===== src/rtl/chroni_vram_port_if.sv =====
// Signal bundle between chroni_vram_port, its two requesters (chroni video fetch,
// CPU bridge) and the VRAM macro. slave = responder view, master = environment view.
interface chroni_vram_port_if;
  logic [12:0] vid_addr;
  logic [7:0]  vid_addr_page;
  logic        vid_rd_req;
  logic [7:0]  vid_data_out;
  logic        vid_rd_ack;
  logic        cpu_req;
  logic        cpu_we;
  logic [20:0] cpu_addr;
  logic [7:0]  cpu_wdata;
  logic [7:0]  cpu_rdata;
  logic        cpu_ack;
  logic [20:0] mem_addr;
  logic        mem_re;
  logic        mem_we;
  logic [7:0]  mem_wdata;
  logic [7:0]  mem_rdata;

  modport slave (
    input  vid_addr, vid_addr_page, vid_rd_req,
    input  cpu_req, cpu_we, cpu_addr, cpu_wdata,
    input  mem_rdata,
    output vid_data_out, vid_rd_ack,
    output cpu_rdata, cpu_ack,
    output mem_addr, mem_re, mem_we, mem_wdata
  );

  modport master (
    output vid_addr, vid_addr_page, vid_rd_req,
    output cpu_req, cpu_we, cpu_addr, cpu_wdata,
    output mem_rdata,
    input  vid_data_out, vid_rd_ack,
    input  cpu_rdata, cpu_ack,
    input  mem_addr, mem_re, mem_we, mem_wdata
  );
endinterface


===== src/rtl/chroni_vram_port.sv =====
// VRAM responder: arbitrates chroni video fetches against CPU accesses and runs
// single-byte transactions on a fixed-latency synchronous VRAM.
module chroni_vram_port #(
  parameter int MEM_LATENCY      = 2,
  parameter int CPU_STARVE_LIMIT = 4
) (
  input logic               sys_clk,
  input logic               reset_n,
  chroni_vram_port_if.slave bus
);
  // state   | meaning
  // IDLE    | sample requests and arbitrate
  // RD_WAIT | mem_re issued, lat_cnt counting down to read data
  // WR      | mem_we issued, one settle cycle before the ack
  // ACK     | owner's ack high for one cycle, then turnaround to IDLE
  typedef enum logic [1:0] {IDLE, RD_WAIT, WR, ACK} state_t;

  localparam logic [2:0] RD_LAT     = 3'(MEM_LATENCY);
  localparam logic [3:0] STARVE_LIM = 4'(CPU_STARVE_LIMIT);

  state_t     state;
  logic [2:0] starve_cnt;
  logic [2:0] lat_cnt;
  logic       owner_cpu;
  logic       vid_win;

  assign vid_win = bus.vid_rd_req &&
                   (!bus.cpu_req || ({1'b0, starve_cnt} < STARVE_LIM));

  always_ff @(posedge sys_clk or negedge reset_n) begin
    if (!reset_n) begin
      state            <= IDLE;
      starve_cnt       <= '0;
      lat_cnt          <= '0;
      owner_cpu        <= 1'b0;
      bus.vid_data_out <= '0;
      bus.vid_rd_ack   <= 1'b0;
      bus.cpu_rdata    <= '0;
      bus.cpu_ack      <= 1'b0;
      bus.mem_addr     <= '0;
      bus.mem_re       <= 1'b0;
      bus.mem_we       <= 1'b0;
      bus.mem_wdata    <= '0;
    end else begin
      bus.mem_re     <= 1'b0;
      bus.mem_we     <= 1'b0;
      bus.vid_rd_ack <= 1'b0;
      bus.cpu_ack    <= 1'b0;
      case (state)
        IDLE: begin
          if (vid_win) begin
            owner_cpu    <= 1'b0;
            bus.mem_addr <= {bus.vid_addr_page, bus.vid_addr};
            bus.mem_re   <= 1'b1;
            lat_cnt      <= RD_LAT;
            state        <= RD_WAIT;
            if (!bus.cpu_req)
              starve_cnt <= '0;
            else if (starve_cnt != 3'd7)
              starve_cnt <= starve_cnt + 3'd1;
          end else if (bus.cpu_req) begin
            owner_cpu    <= 1'b1;
            starve_cnt   <= '0;
            bus.mem_addr <= bus.cpu_addr;
            if (bus.cpu_we) begin
              bus.mem_we    <= 1'b1;
              bus.mem_wdata <= bus.cpu_wdata;
              // one extra settle cycle puts the write ack two cycles after the strobe
              lat_cnt       <= 3'd1;
              state         <= WR;
            end else begin
              bus.mem_re <= 1'b1;
              lat_cnt    <= RD_LAT;
              state      <= RD_WAIT;
            end
          end else begin
            starve_cnt <= '0;
          end
        end
        RD_WAIT: begin
          if (lat_cnt == 3'd0) begin
            if (owner_cpu) begin
              bus.cpu_rdata <= bus.mem_rdata;
              bus.cpu_ack   <= 1'b1;
            end else begin
              bus.vid_data_out <= bus.mem_rdata;
              bus.vid_rd_ack   <= 1'b1;
            end
            state <= ACK;
          end else begin
            lat_cnt <= lat_cnt - 3'd1;
          end
        end
        WR: begin
          if (lat_cnt == 3'd0) begin
            bus.cpu_ack <= 1'b1;
            state       <= ACK;
          end else begin
            lat_cnt <= lat_cnt - 3'd1;
          end
        end
        ACK:     state <= IDLE;
        default: state <= IDLE;
      endcase
    end
  end
endmodule


===== src/flat_wrapper.sv =====
// flat-port wrapper written by rule: the top's interface ports become plain ports
module chroni_vram_port_flat 
#(
  parameter int MEM_LATENCY      = 2,
  parameter int CPU_STARVE_LIMIT = 4
)
  (sys_clk, reset_n, bus_vid_addr, bus_vid_addr_page, bus_vid_rd_req, bus_cpu_req, bus_cpu_we, bus_cpu_addr, bus_cpu_wdata, bus_mem_rdata, bus_vid_data_out, bus_vid_rd_ack, bus_cpu_rdata, bus_cpu_ack, bus_mem_addr, bus_mem_re, bus_mem_we, bus_mem_wdata);
  chroni_vram_port_if bus_i ();
  input logic sys_clk;
  input logic reset_n;
  input wire logic [$bits(bus_i.vid_addr)-1:0] bus_vid_addr;
  input wire logic [$bits(bus_i.vid_addr_page)-1:0] bus_vid_addr_page;
  input wire logic [$bits(bus_i.vid_rd_req)-1:0] bus_vid_rd_req;
  input wire logic [$bits(bus_i.cpu_req)-1:0] bus_cpu_req;
  input wire logic [$bits(bus_i.cpu_we)-1:0] bus_cpu_we;
  input wire logic [$bits(bus_i.cpu_addr)-1:0] bus_cpu_addr;
  input wire logic [$bits(bus_i.cpu_wdata)-1:0] bus_cpu_wdata;
  input wire logic [$bits(bus_i.mem_rdata)-1:0] bus_mem_rdata;
  output wire logic [$bits(bus_i.vid_data_out)-1:0] bus_vid_data_out;
  output wire logic [$bits(bus_i.vid_rd_ack)-1:0] bus_vid_rd_ack;
  output wire logic [$bits(bus_i.cpu_rdata)-1:0] bus_cpu_rdata;
  output wire logic [$bits(bus_i.cpu_ack)-1:0] bus_cpu_ack;
  output wire logic [$bits(bus_i.mem_addr)-1:0] bus_mem_addr;
  output wire logic [$bits(bus_i.mem_re)-1:0] bus_mem_re;
  output wire logic [$bits(bus_i.mem_we)-1:0] bus_mem_we;
  output wire logic [$bits(bus_i.mem_wdata)-1:0] bus_mem_wdata;
  assign bus_i.vid_addr = bus_vid_addr;
  assign bus_i.vid_addr_page = bus_vid_addr_page;
  assign bus_i.vid_rd_req = bus_vid_rd_req;
  assign bus_i.cpu_req = bus_cpu_req;
  assign bus_i.cpu_we = bus_cpu_we;
  assign bus_i.cpu_addr = bus_cpu_addr;
  assign bus_i.cpu_wdata = bus_cpu_wdata;
  assign bus_i.mem_rdata = bus_mem_rdata;
  assign bus_vid_data_out = bus_i.vid_data_out;
  assign bus_vid_rd_ack = bus_i.vid_rd_ack;
  assign bus_cpu_rdata = bus_i.cpu_rdata;
  assign bus_cpu_ack = bus_i.cpu_ack;
  assign bus_mem_addr = bus_i.mem_addr;
  assign bus_mem_re = bus_i.mem_re;
  assign bus_mem_we = bus_i.mem_we;
  assign bus_mem_wdata = bus_i.mem_wdata;
  chroni_vram_port #(.MEM_LATENCY(MEM_LATENCY), .CPU_STARVE_LIMIT(CPU_STARVE_LIMIT)) u_core (.sys_clk(sys_clk), .reset_n(reset_n), .bus(bus_i));
endmodule

===== config.mk =====
export PLATFORM = sky130hd
export DESIGN_NAME = chroni_vram_port_flat
export DESIGN_NICKNAME = d
export VERILOG_FILES = /design/src/rtl/chroni_vram_port_if.sv /design/src/rtl/chroni_vram_port.sv /design/src/flat_wrapper.sv
export SDC_FILE = /design/constraint.sdc
export NUM_CORES = 1
export LEC_CHECK = 0
export CORE_MARGIN = 10
export CORE_UTILIZATION = 37
export CTS_BUF_LIST = sky130_fd_sc_hd__clkbuf_16
export CTS_CLUSTER_DIAMETER = 150
export DETAILED_ROUTE_END_ITERATION = 10
export PLACE_DENSITY = 0.74
export SKIP_CTS_REPAIR_TIMING = 1
export SYNTH_ARGS = -nofsm -noshare
export SYNTH_HDL_FRONTEND = slang
export SYNTH_SLANG_ARGS = --single-unit

===== constraint.sdc =====
create_clock -name sys_clk -period 1.9 [get_ports sys_clk]
set_clock_uncertainty 0.2 [all_clocks]
set_input_delay 0.38 -clock sys_clk [delete_from_list [all_inputs] [get_ports sys_clk]]
set_output_delay 0.38 -clock sys_clk [all_outputs]
set_load 0.02 [all_outputs]

==> metrics.txt, run 1 <==
outcome completed; initial antenna violation count 0; clk root buf clkbuf_16; Yosys reg bits just under 60; Pwr Total 0.00703 W; Post-route DRC 0; crit path max-delay cell type clkdlybuf4s50_1; Hold Vio Cnt, Final 0; crit path kind reg -> out; total grt overflow 0; worst slew pin tran around 310 ps; clk buf depth 2; Final Worst Setup Slack 29.3 ps; # port buffers about 110; leak pwr 2.24 nW; Slew Limit Fails 0; synth warn 0; WL met3 roughly 580 um; routed length per instance around 15 um; worst slack, placed -256 ps; synthesized area per cell 12.3 um^2; largest net degree at the start of global routing 59; Tmin final ~1900 ps; Slew HR between 70% and 80%; Req. time, crit path about 1300 ps; max cap viols 0; met2 WL ~3200 um; M1 WL between 2000 and 3000 um; first-pass GRT wire length roughly 11000 um; antenna-violating nets left 0; initial DRC count 41; Fmax around 530 MHz; share of the synthesized area in the top cell type 54.8%; DPL Wire Length 5340 um; Critical Path Start Type flop; setup violators final 0; Mapped Area approximately 0.0026 mm^2; die area 0.0109 mm^2; DP Area about 0.0040 mm^2; Synth area leaders dfrtp_1, mux2i_1, mux2_1, ha_1, o21ai_1; Critical Path Fanout Max 2; Clock Latency Late Sink ~320 ps; die height ~100 um; Layout area overhead 66.7%; Top Layer Used met4; vias in the first global route around 2200; via density per instance around 4.6; total CTS buffers 9; CTS tree yes; CP endpoint kind output pin; PD cells 1590 mW/mm^2; layout cells sized above 1 roughly 15%; Min Hold Slack between 200 and 300 ps; Cell Count Post-Placement 429; htree depth 3; syn nets roughly 290; Yosys top cell by area dfrtp_1; Hold Path Class reg -> reg; router iterations before antenna repair 4; clock transition at the registers of the reported paths 50 ps; Arrival @ worst endpoint ~1300 ps; drt total wl around 6700 um; Ant. Diodes 0; routability cong. approximately 0.7; Rows 30; cell family with most CP delay buffers and inverters; Die X 105 um; CP bufs+invs 1; Tot GR Track Use about an eighth; core area around 0.007 mm^2; Final Cell Area around 0.0044 mm^2; crit share post-route slightly below 100%; I/O pins about 110; Starting Density roughly two fifths; Crit path largest cell delay 620 ps; via count slightly above 2000; post-synthesis sequential area ratio roughly 55%; post-layout net count approximately 420; VDD IR max between 700 and 800 uV; Num Clock Sinks 58; Cell variety after synth 34; critical-path cell list clkdlybuf4s50_1; Post-Syn Instances roughly 220; Final Non-Filler Cells about 450
-- cell usage in the layout (no fill, tap or decap), drive strengths merged, types with 2 or more instances in the layout --
cell / netlist / final
a22oi: 3 / 3
dfrtp: 58 / 58
mux2i: 23 / 23
clkbuf: 0 / 9
mux2: 25 / 25
ha: 9 / 9
nand2: 23 / 23
buf: 11 / 19
nand3: 3 / 3
inv: 10 / 10
o21ai: 23 / 23
nor2b: 3 / 3
clkinv: 1 / 4
clkdlybuf4s50: 0 / 83
clkinvlp: 0 / 3
o22ai: 3 / 3
o32ai: 2 / 2
a31oi: 2 / 2
dlymetal6s2s: 0 / 27
a21oi: 3 / 3
nor2: 2 / 2
-- state kept, by name, summed over array words and instances, names as in the netlist --
register                 flops
u_core.bus.mem_wdata         8
u_core.bus.cpu_rdata         8
u_core.state                 2
u_core.bus.vid_data_out      8
u_core.bus.mem_addr         21
u_core.starve_cnt            3
u_core.bus.mem_re            1
u_core.lat_cnt               3
u_core.bus.cpu_ack           1
u_core.owner_cpu             1
u_core.bus.mem_we            1
u_core.bus.vid_rd_ack        1
-- layout make-up --
| type | count | area, um^2 |
|---|---|---|
| clock buffer | 9 | 225 |
| fill | 537 | 2460 |
| clock inverter | 7 | 70.1 |
| timing repair buffer | 130 | 1390 |
| sequential | 58 | 1450 |
| tap | 96 | 120 |
| inverter | 11 | 41.3 |
| multi-input combinational | 135 | 1110 |
-- path summary, 6_finish.rpt --
path	from	endpoint	slack, ps	depth (start not counted)
max in group asynchronous	reset_n	u_core.bus.mem_addr[6]$_DFFE_PN0P_	840	3
max reg2reg	u_core.lat_cnt[0]$_DFFE_PN0P_	u_core.lat_cnt[0]$_DFFE_PN0P_	80	6
max	u_core.bus.mem_addr[13]$_DFFE_PN0P_	bus_mem_addr[13]	30	1
min reg2reg	u_core.bus.mem_addr[14]$_DFFE_PN0P_	u_core.bus.mem_addr[14]$_DFFE_PN0P_	280	2
min in group asynchronous	reset_n	u_core.bus.cpu_rdata[0]$_DFFE_PN0P_	390	3
min	u_core.bus.mem_addr[14]$_DFFE_PN0P_	u_core.bus.mem_addr[14]$_DFFE_PN0P_	280	2
-- worst register-to-register path, stage by stage (launching register included) --
cell     delay (ps)
dfrtp_1         380
inv_1            70
ha_1            200
nor2b_2         160
buf_4           160
a211o_1         320
a22o_1          230
-- cells in the mapped netlist --
cell type,number
or3b_1,1
a31oi_1,2
clkinv_1,1
a21bo_2,1
o21ba_2,1
a21oi_1,2
a22o_1,1
nand3_2,1
o32a_1,1
inv_1,10
ha_1,9
and3_1,1
dfrtp_1,58
o32ai_1,2
buf_8,2
nor2_1,2
a21boi_2,1
nor4bb_1,1
nor2b_1,3
a22oi_1,3
mux2_2,8
o22ai_1,3
nand2b_1,1
nand2_1,23
a211o_1,1
o21ai_1,22
o21ai_0,1
mux2_1,17
mux2i_1,23
a21oi_4,1
nand3_1,2
nor3b_2,1
buf_6,1
buf_2,8
-- metal layers --
metal | vias to the layer above | GRT usage [%]
met4 | 0 | 5.29
met2 | 77 | 19.7
met1 | 967 | 13.6
li1 | 1017 | -
met5 | - | 0
met3 | 10 | 5.77
-- logic make-up (layout without fill, tap and decap cells) --
group / Yosys count / count (layout) / share of synthesized area (%)
fa+ha+maj: 9 / 9 / 4.26
compound gates: 42 / 42 / 10.3
buf+inv: 22 / 157 / 4.63
mux: 48 / 48 / 19.3
flops: 58 / 58 / 54.8
simple gates: 36 / 36 / 6.67
-- where the power goes --
group          internal (W)  switching, W  leakage (nW)
Combinational       0.00171       0.00166          1.38
Sequential          0.00182      0.000285         0.717
Clock               0.00101      0.000556         0.135
Total               0.00453       0.00250          2.24
-- through the flow --
| step | util (%) | setup TNS, ps |
|---|---|---|
| 5_1_grt | 64.2 | -15.7 |
| 2_1_floorplan | - | 0 |
| 4_1_cts | 62.8 | -3.23 |
| 3_5_place_dp | 58.5 | -5220 |
| 3_3_place_gp | 58.5 | -4430 |
| 6_report | 64.2 | 0 |
Power figures use the tool's default switching activity.
==> run 2, diff against run 1 <==
--- a/config.mk
+++ b/config.mk
@@ -6,11 +6,11 @@
 export NUM_CORES = 1
 export LEC_CHECK = 0
 export CORE_MARGIN = 10
-export CORE_UTILIZATION = 37
+export CORE_UTILIZATION = 38
 export CTS_BUF_LIST = sky130_fd_sc_hd__clkbuf_16
 export CTS_CLUSTER_DIAMETER = 150
 export DETAILED_ROUTE_END_ITERATION = 10
-export PLACE_DENSITY = 0.74
+export PLACE_DENSITY = 0.76
 export SKIP_CTS_REPAIR_TIMING = 1
 export SYNTH_ARGS = -nofsm -noshare
 export SYNTH_HDL_FRONTEND = slang
==> run 2 against run 1 <==
Critical path depth stayed put. Routed wire length is 0.39% higher. Power is 0.85% lower. Combinational power hardly changed. First-iteration DRC count is 41% lower. Final cell count is 0.22% higher. Setup slack better by 6.7 ps. Register-to-register slack hardly changed. Worst hold slack better by 1.4 ps. Sequential cell count stayed put. Sequential share of layout area is 0.33 points higher. Maximum frequency is 0.36% higher. Largest cell class unchanged. Largest power group unchanged.
==> metrics.txt, run 2 (synthesis results as in run 1) <==
initial antenna violation count 0; Reg2Reg Depth 6; Clock Latency Late Sink ~310 ps; total grt overflow 0; Ant. Diodes 0; max cap viols 0; # port buffers between 100 and 150; clk root buf clkbuf_16; Arrival @ worst endpoint about 1300 ps; Most flops, register u_core.bus.mem_addr; htree depth 3; Tot GR Track Use 12.8%; DPL Wire Length ~5300 um; commonest cells after routing, fill and taps aside clkdlybuf4s50_1, dfrtp_1, nand2_1, mux2i_1, o21ai_1; Num Clock Sinks 58; Critical Path Fanout Max 2; Post-route DRC 0; drt total wl ~6800 um; clk buf depth 2; VDD IR max 598 uV; Critical Path Start Type flop; routed length per instance about 15 um; number of flip-flops under the largest register name 21; initial DRC count 24; Hold Vio Cnt, Final 0; clock power share between 20% and 30%; WP depth 1; Starting Density approximately 39%; first-pass GRT wire length around 11000 um; clock transition at the registers of the reported paths approximately 50 ps; crit share post-route between 90% and 100%; antenna-violating nets left 0; die height 103 um; CP bufs+invs 1; vias in the first global route 2240; Fmax approximately 540 MHz; setup violators final 0; Logic pwr share approximately 48%; largest net degree at the start of global routing 59; Post-Route Utilization between 60% and 70%; Req. time, crit path approximately 1300 ps; Tmin final ~1900 ps; Crit path largest cell delay between 600 and 700 ps; layout cells sized above 1 14.2%; internal power 0.00452 W; leak pwr 2.13 nW; switching power total 0.00245 W; Die X approximately 100 um; Seq pwr share 30.2%; Pwr Total 0.00697 W; core area a little under 0.007 mm^2; Hold Path Class reg -> reg; worst slew pin tran ~320 ps; Slew Limit Fails 0; Rows 30; total CTS buffers 9; RSZ-0062 raised after global routing no; FF-to-FF setup slack ~80 ps; critical-path cell list clkdlybuf4s50_1; Switching Share 35.2%; router iterations before antenna repair 3; I/O pins 112; outcome completed; Layout area overhead 65.0%; die area between 0.01 and 0.015 mm^2; routability cong. 0.779; commonest non-fill, non-tap cell in the layout clkdlybuf4s50_1; CP Launch Point u_core.bus.mem_wdata[5]$_DFFE_PN0P_; via density per instance around 4.7; CP endpoint kind output pin; crit path capture bus_mem_wdata[5]; Crit Reg-Reg Endpoint u_core.lat_cnt[0]$_DFFE_PN0P_; Critical R2R Launch u_core.lat_cnt[0]$_DFFE_PN0P_; CTS tree yes; crit path max-delay cell type clkdlybuf4s50_1; crit path kind reg -> out; post-layout net count roughly 420; PD cells about 1600 mW/mm^2; Slew HR 78.7%; via count 2081; cell family with most CP delay buffers and inverters
## run 2: stage by stage
stage | setup slack, ps | hold slack [ps] | TNS, ps | area (um^2) | std cells
global route | 1.25 | 298 | 0 | 4370 | 447
detailed placement | -124 | 213 | -2990 | 4020 | 430
finish | 36.0 | 279 | 0 | 4370 | 447
floorplan | 72.9 | -116 | 0 | 2650 | 215
CTS | -23.6 | -123 | -149 | 4300 | 446
global placement | -104 | 211 | -2740 | 4020 | 430
## run 2: per-layer routing
layer / global-route usage (%) / vias up / routed length [um]
li1: - / 1016 / -
met1: 13.5 / 986 / 2740
met2: 21.5 / 72 / 3300
met3: 6.18 / 7 / 667
met4: 4.81 / 0 / 56
met5: 0 / - / 0
## run 2: final cells by class
| type | instances | area [um^2] |
|---|---|---|
| repair buffers | 131 | 1360 |
| well taps | 96 | 120 |
| flip-flops and latches | 58 | 1450 |
| fillers | 573 | 2430 |
| inverters | 11 | 41.3 |
| clock buffers | 9 | 225 |
| clock inverters | 7 | 60.1 |
| multi-input cells | 135 | 1110 |
## run 2: worst min-delay path by stage
stage                                         from                                      to  slack [ps]  depth (start not counted)
2_1_floorplan                              reset_n            u_core.bus.cpu_ack$_DFF_PN0_        -120                          0
3_3_place_gp                               reset_n  u_core.bus.vid_data_out[5]$_DFFE_PN0P_         210                          2
3_5_place_dp                               reset_n     u_core.bus.cpu_rdata[4]$_DFFE_PN0P_         210                          2
4_1_cts                                    reset_n  u_core.bus.vid_data_out[5]$_DFFE_PN0P_        -120                          2
5_1_grt         u_core.bus.mem_addr[5]$_DFFE_PN0P_      u_core.bus.mem_addr[5]$_DFFE_PN0P_         300                          2
6_report       u_core.bus.mem_wdata[3]$_DFFE_PN0P_     u_core.bus.mem_wdata[3]$_DFFE_PN0P_         280                          1
## run 2: power by group through the flow
| stage | Clock [W] | Sequential, W | Combinational, W |
|---|---|---|---|
| global placement | 0 | 0.00210 | 0.00335 |
| floorplan | 0 | 0.00272 | 0.00114 |
| detailed placement | 0 | 0.00213 | 0.00341 |
| CTS | 0.00155 | 0.00211 | 0.00343 |
| finish | 0.00151 | 0.00211 | 0.00335 |
| global route | 0.00160 | 0.00218 | 0.00362 |
==> run 3, diff against run 2 <==
--- a/config.mk
+++ b/config.mk
@@ -5,13 +5,15 @@
 export SDC_FILE = /design/constraint.sdc
 export NUM_CORES = 1
 export LEC_CHECK = 0
+export CAP_MARGIN = 25
 export CORE_MARGIN = 10
 export CORE_UTILIZATION = 38
 export CTS_BUF_LIST = sky130_fd_sc_hd__clkbuf_16
 export CTS_CLUSTER_DIAMETER = 150
 export DETAILED_ROUTE_END_ITERATION = 10
-export PLACE_DENSITY = 0.76
+export PLACE_DENSITY = 0.8
 export SKIP_CTS_REPAIR_TIMING = 1
+export SKIP_LAST_GASP = 1
 export SYNTH_ARGS = -nofsm -noshare
 export SYNTH_HDL_FRONTEND = slang
 export SYNTH_SLANG_ARGS = --single-unit
==> run 3 against run 2 <==
Sequential cell count is the same. Combinational power barely moved. Final cell count shrank 0.45%. Critical path type unchanged. Largest cell class unchanged. Largest power group unchanged.
==> metrics.txt, run 3 (synthesis results as in run 1) <==
outcome completed; I/O pins around 110; post-layout net count approximately 420; CP endpoint kind output pin; antenna-violating nets left 0; number of flip-flops under the largest register name 21; routability cong. around 0.79; Critical Path Fanout Max 2; crit share post-route 98.1%; Fmax 537 MHz; filler cell count between 500 and 600; routed length per instance around 16 um; Reg area about 0.0015 mm^2; htree depth 3; Layout area overhead 66.0%; Cell Count Post-Placement around 430; CTS tree yes; PD cells roughly 1600 mW/mm^2; Ant. Diodes 0; Critical Path Start Type flop; grt met2 use about 22%; vias in the first global route approximately 2200; router iterations before antenna repair 4; total grt overflow 0; gr busiest metal met2; Post-Route Utilization 64.7%; DPL Wire Length between 5000 and 6000 um; clock transition at the registers of the reported paths 50 ps; Crit path largest cell delay between 600 and 700 ps; die height approximately 100 um; Tmin final ~1900 ps; cell family with most CP delay buffers and inverters; leak pwr 2.24 nW; initial DRC count 25; Post-route DRC 0; via count between 2000 and 2500; clk buf depth 2; first-pass GRT wire length approximately 11000 um; Arrival @ worst endpoint about 1300 ps; layout cells sized above 1 14.6%; commonest cells after routing, fill and taps aside clkdlybuf4s50_1, dfrtp_1, dlymetal6s2s_1, nand2_1, mux2i_1; area taken by multi-input logic gates approximately 0.0011 mm^2; total CTS buffers 9; DP Area 0.00400 mm^2; worst slew pin tran ~300 ps; Slew HR roughly four fifths; Final Cell Area between 0.004 and 0.005 mm^2; initial antenna violation count 0; via density per instance roughly 4.6; Req. time, crit path 1320 ps; clk root buf clkbuf_16; Rows 30; core area slightly below 0.007 mm^2; die area roughly 0.011 mm^2; crit path kind reg -> out; Num Clock Sinks 58; RSZ-0062 raised after global routing yes; drt total wl just under 7000 um; Slew Limit Fails 0; VDD IR max about 740 uV; setup violators final 0; CP bufs+invs 1; crit path max-delay cell type clkdlybuf4s50_1; critical-path cell list clkdlybuf4s50_1; met1 global-route usage between 10% and 20%; Most flops, register u_core.bus.mem_addr; max cap viols 0; Pwr Total between 0.007 and 0.008 W; # port buffers 111; Clock Latency Late Sink approximately 320 ps; Final Non-Filler Cells between 400 and 500; Die X between 100 and 150 um; commonest non-fill, non-tap cell in the layout clkdlybuf4s50_1; largest net degree at the start of global routing 59; Min Hold Slack ~280 ps; Hold Vio Cnt, Final 0; M3 GR Usage about 8.0%; Starting Density 39.0%; Tot GR Track Use a little over an eighth; Hold Path Class reg -> reg
run 3: report_power, final:
| group | internal (W) | switching [W] | total [W] |
|---|---|---|---|
| registers | 0.00182 | 0.000290 | 0.00211 |
| logic | 0.00169 | 0.00166 | 0.00335 |
| clock network | 0.00101 | 0.000553 | 0.00156 |
| total | 0.00452 | 0.00250 | 0.00702 |
run 3: final timing paths:
kind	end	slack [ps]	startpoint	cells past startpoint
setup / recovery	bus_mem_addr[5]	40	u_core.bus.mem_addr[5]$_DFFE_PN0P_	1
hold / removal	u_core.bus.mem_addr[17]$_DFFE_PN0P_	280	u_core.bus.mem_addr[17]$_DFFE_PN0P_	2
setup reg to reg	u_core.lat_cnt[0]$_DFFE_PN0P_	90	u_core.lat_cnt[0]$_DFFE_PN0P_	6
hold reg to reg	u_core.bus.mem_addr[17]$_DFFE_PN0P_	280	u_core.bus.mem_addr[17]$_DFFE_PN0P_	2
max in group asynchronous	u_core.bus.mem_addr[9]$_DFFE_PN0P_	850	reset_n	3
min in group asynchronous	u_core.lat_cnt[2]$_DFFE_PN0P_	390	reset_n	3
run 3: metal layers:
metal | vias to the layer above | wire, um
met3 | 8 | 821
met1 | 960 | 2700
met2 | 79 | 3330
li1 | 1012 | -
met4 | 0 | 60
met5 | - | 0
run 3: layout make-up:
type | instances | area share (%)
Clock buffer | 9 | 5.13
Clock inverter | 7 | 1.59
Inverter | 11 | 0.940
Multi-Input combinational cell | 135 | 25.2
Sequential cell | 58 | 33.0
Tap cell | 96 | 2.73
Timing Repair Buffer | 129 | 31.3
run 3: metrics by stage:
stage               worst slack (ps)  setup TNS [ps]
finish                          36.1               0
floorplan                       72.9               0
global placement                -105           -2720
global route                   -19.3           -27.9
detailed placement              -146           -3640
CTS                            -14.0           -21.3
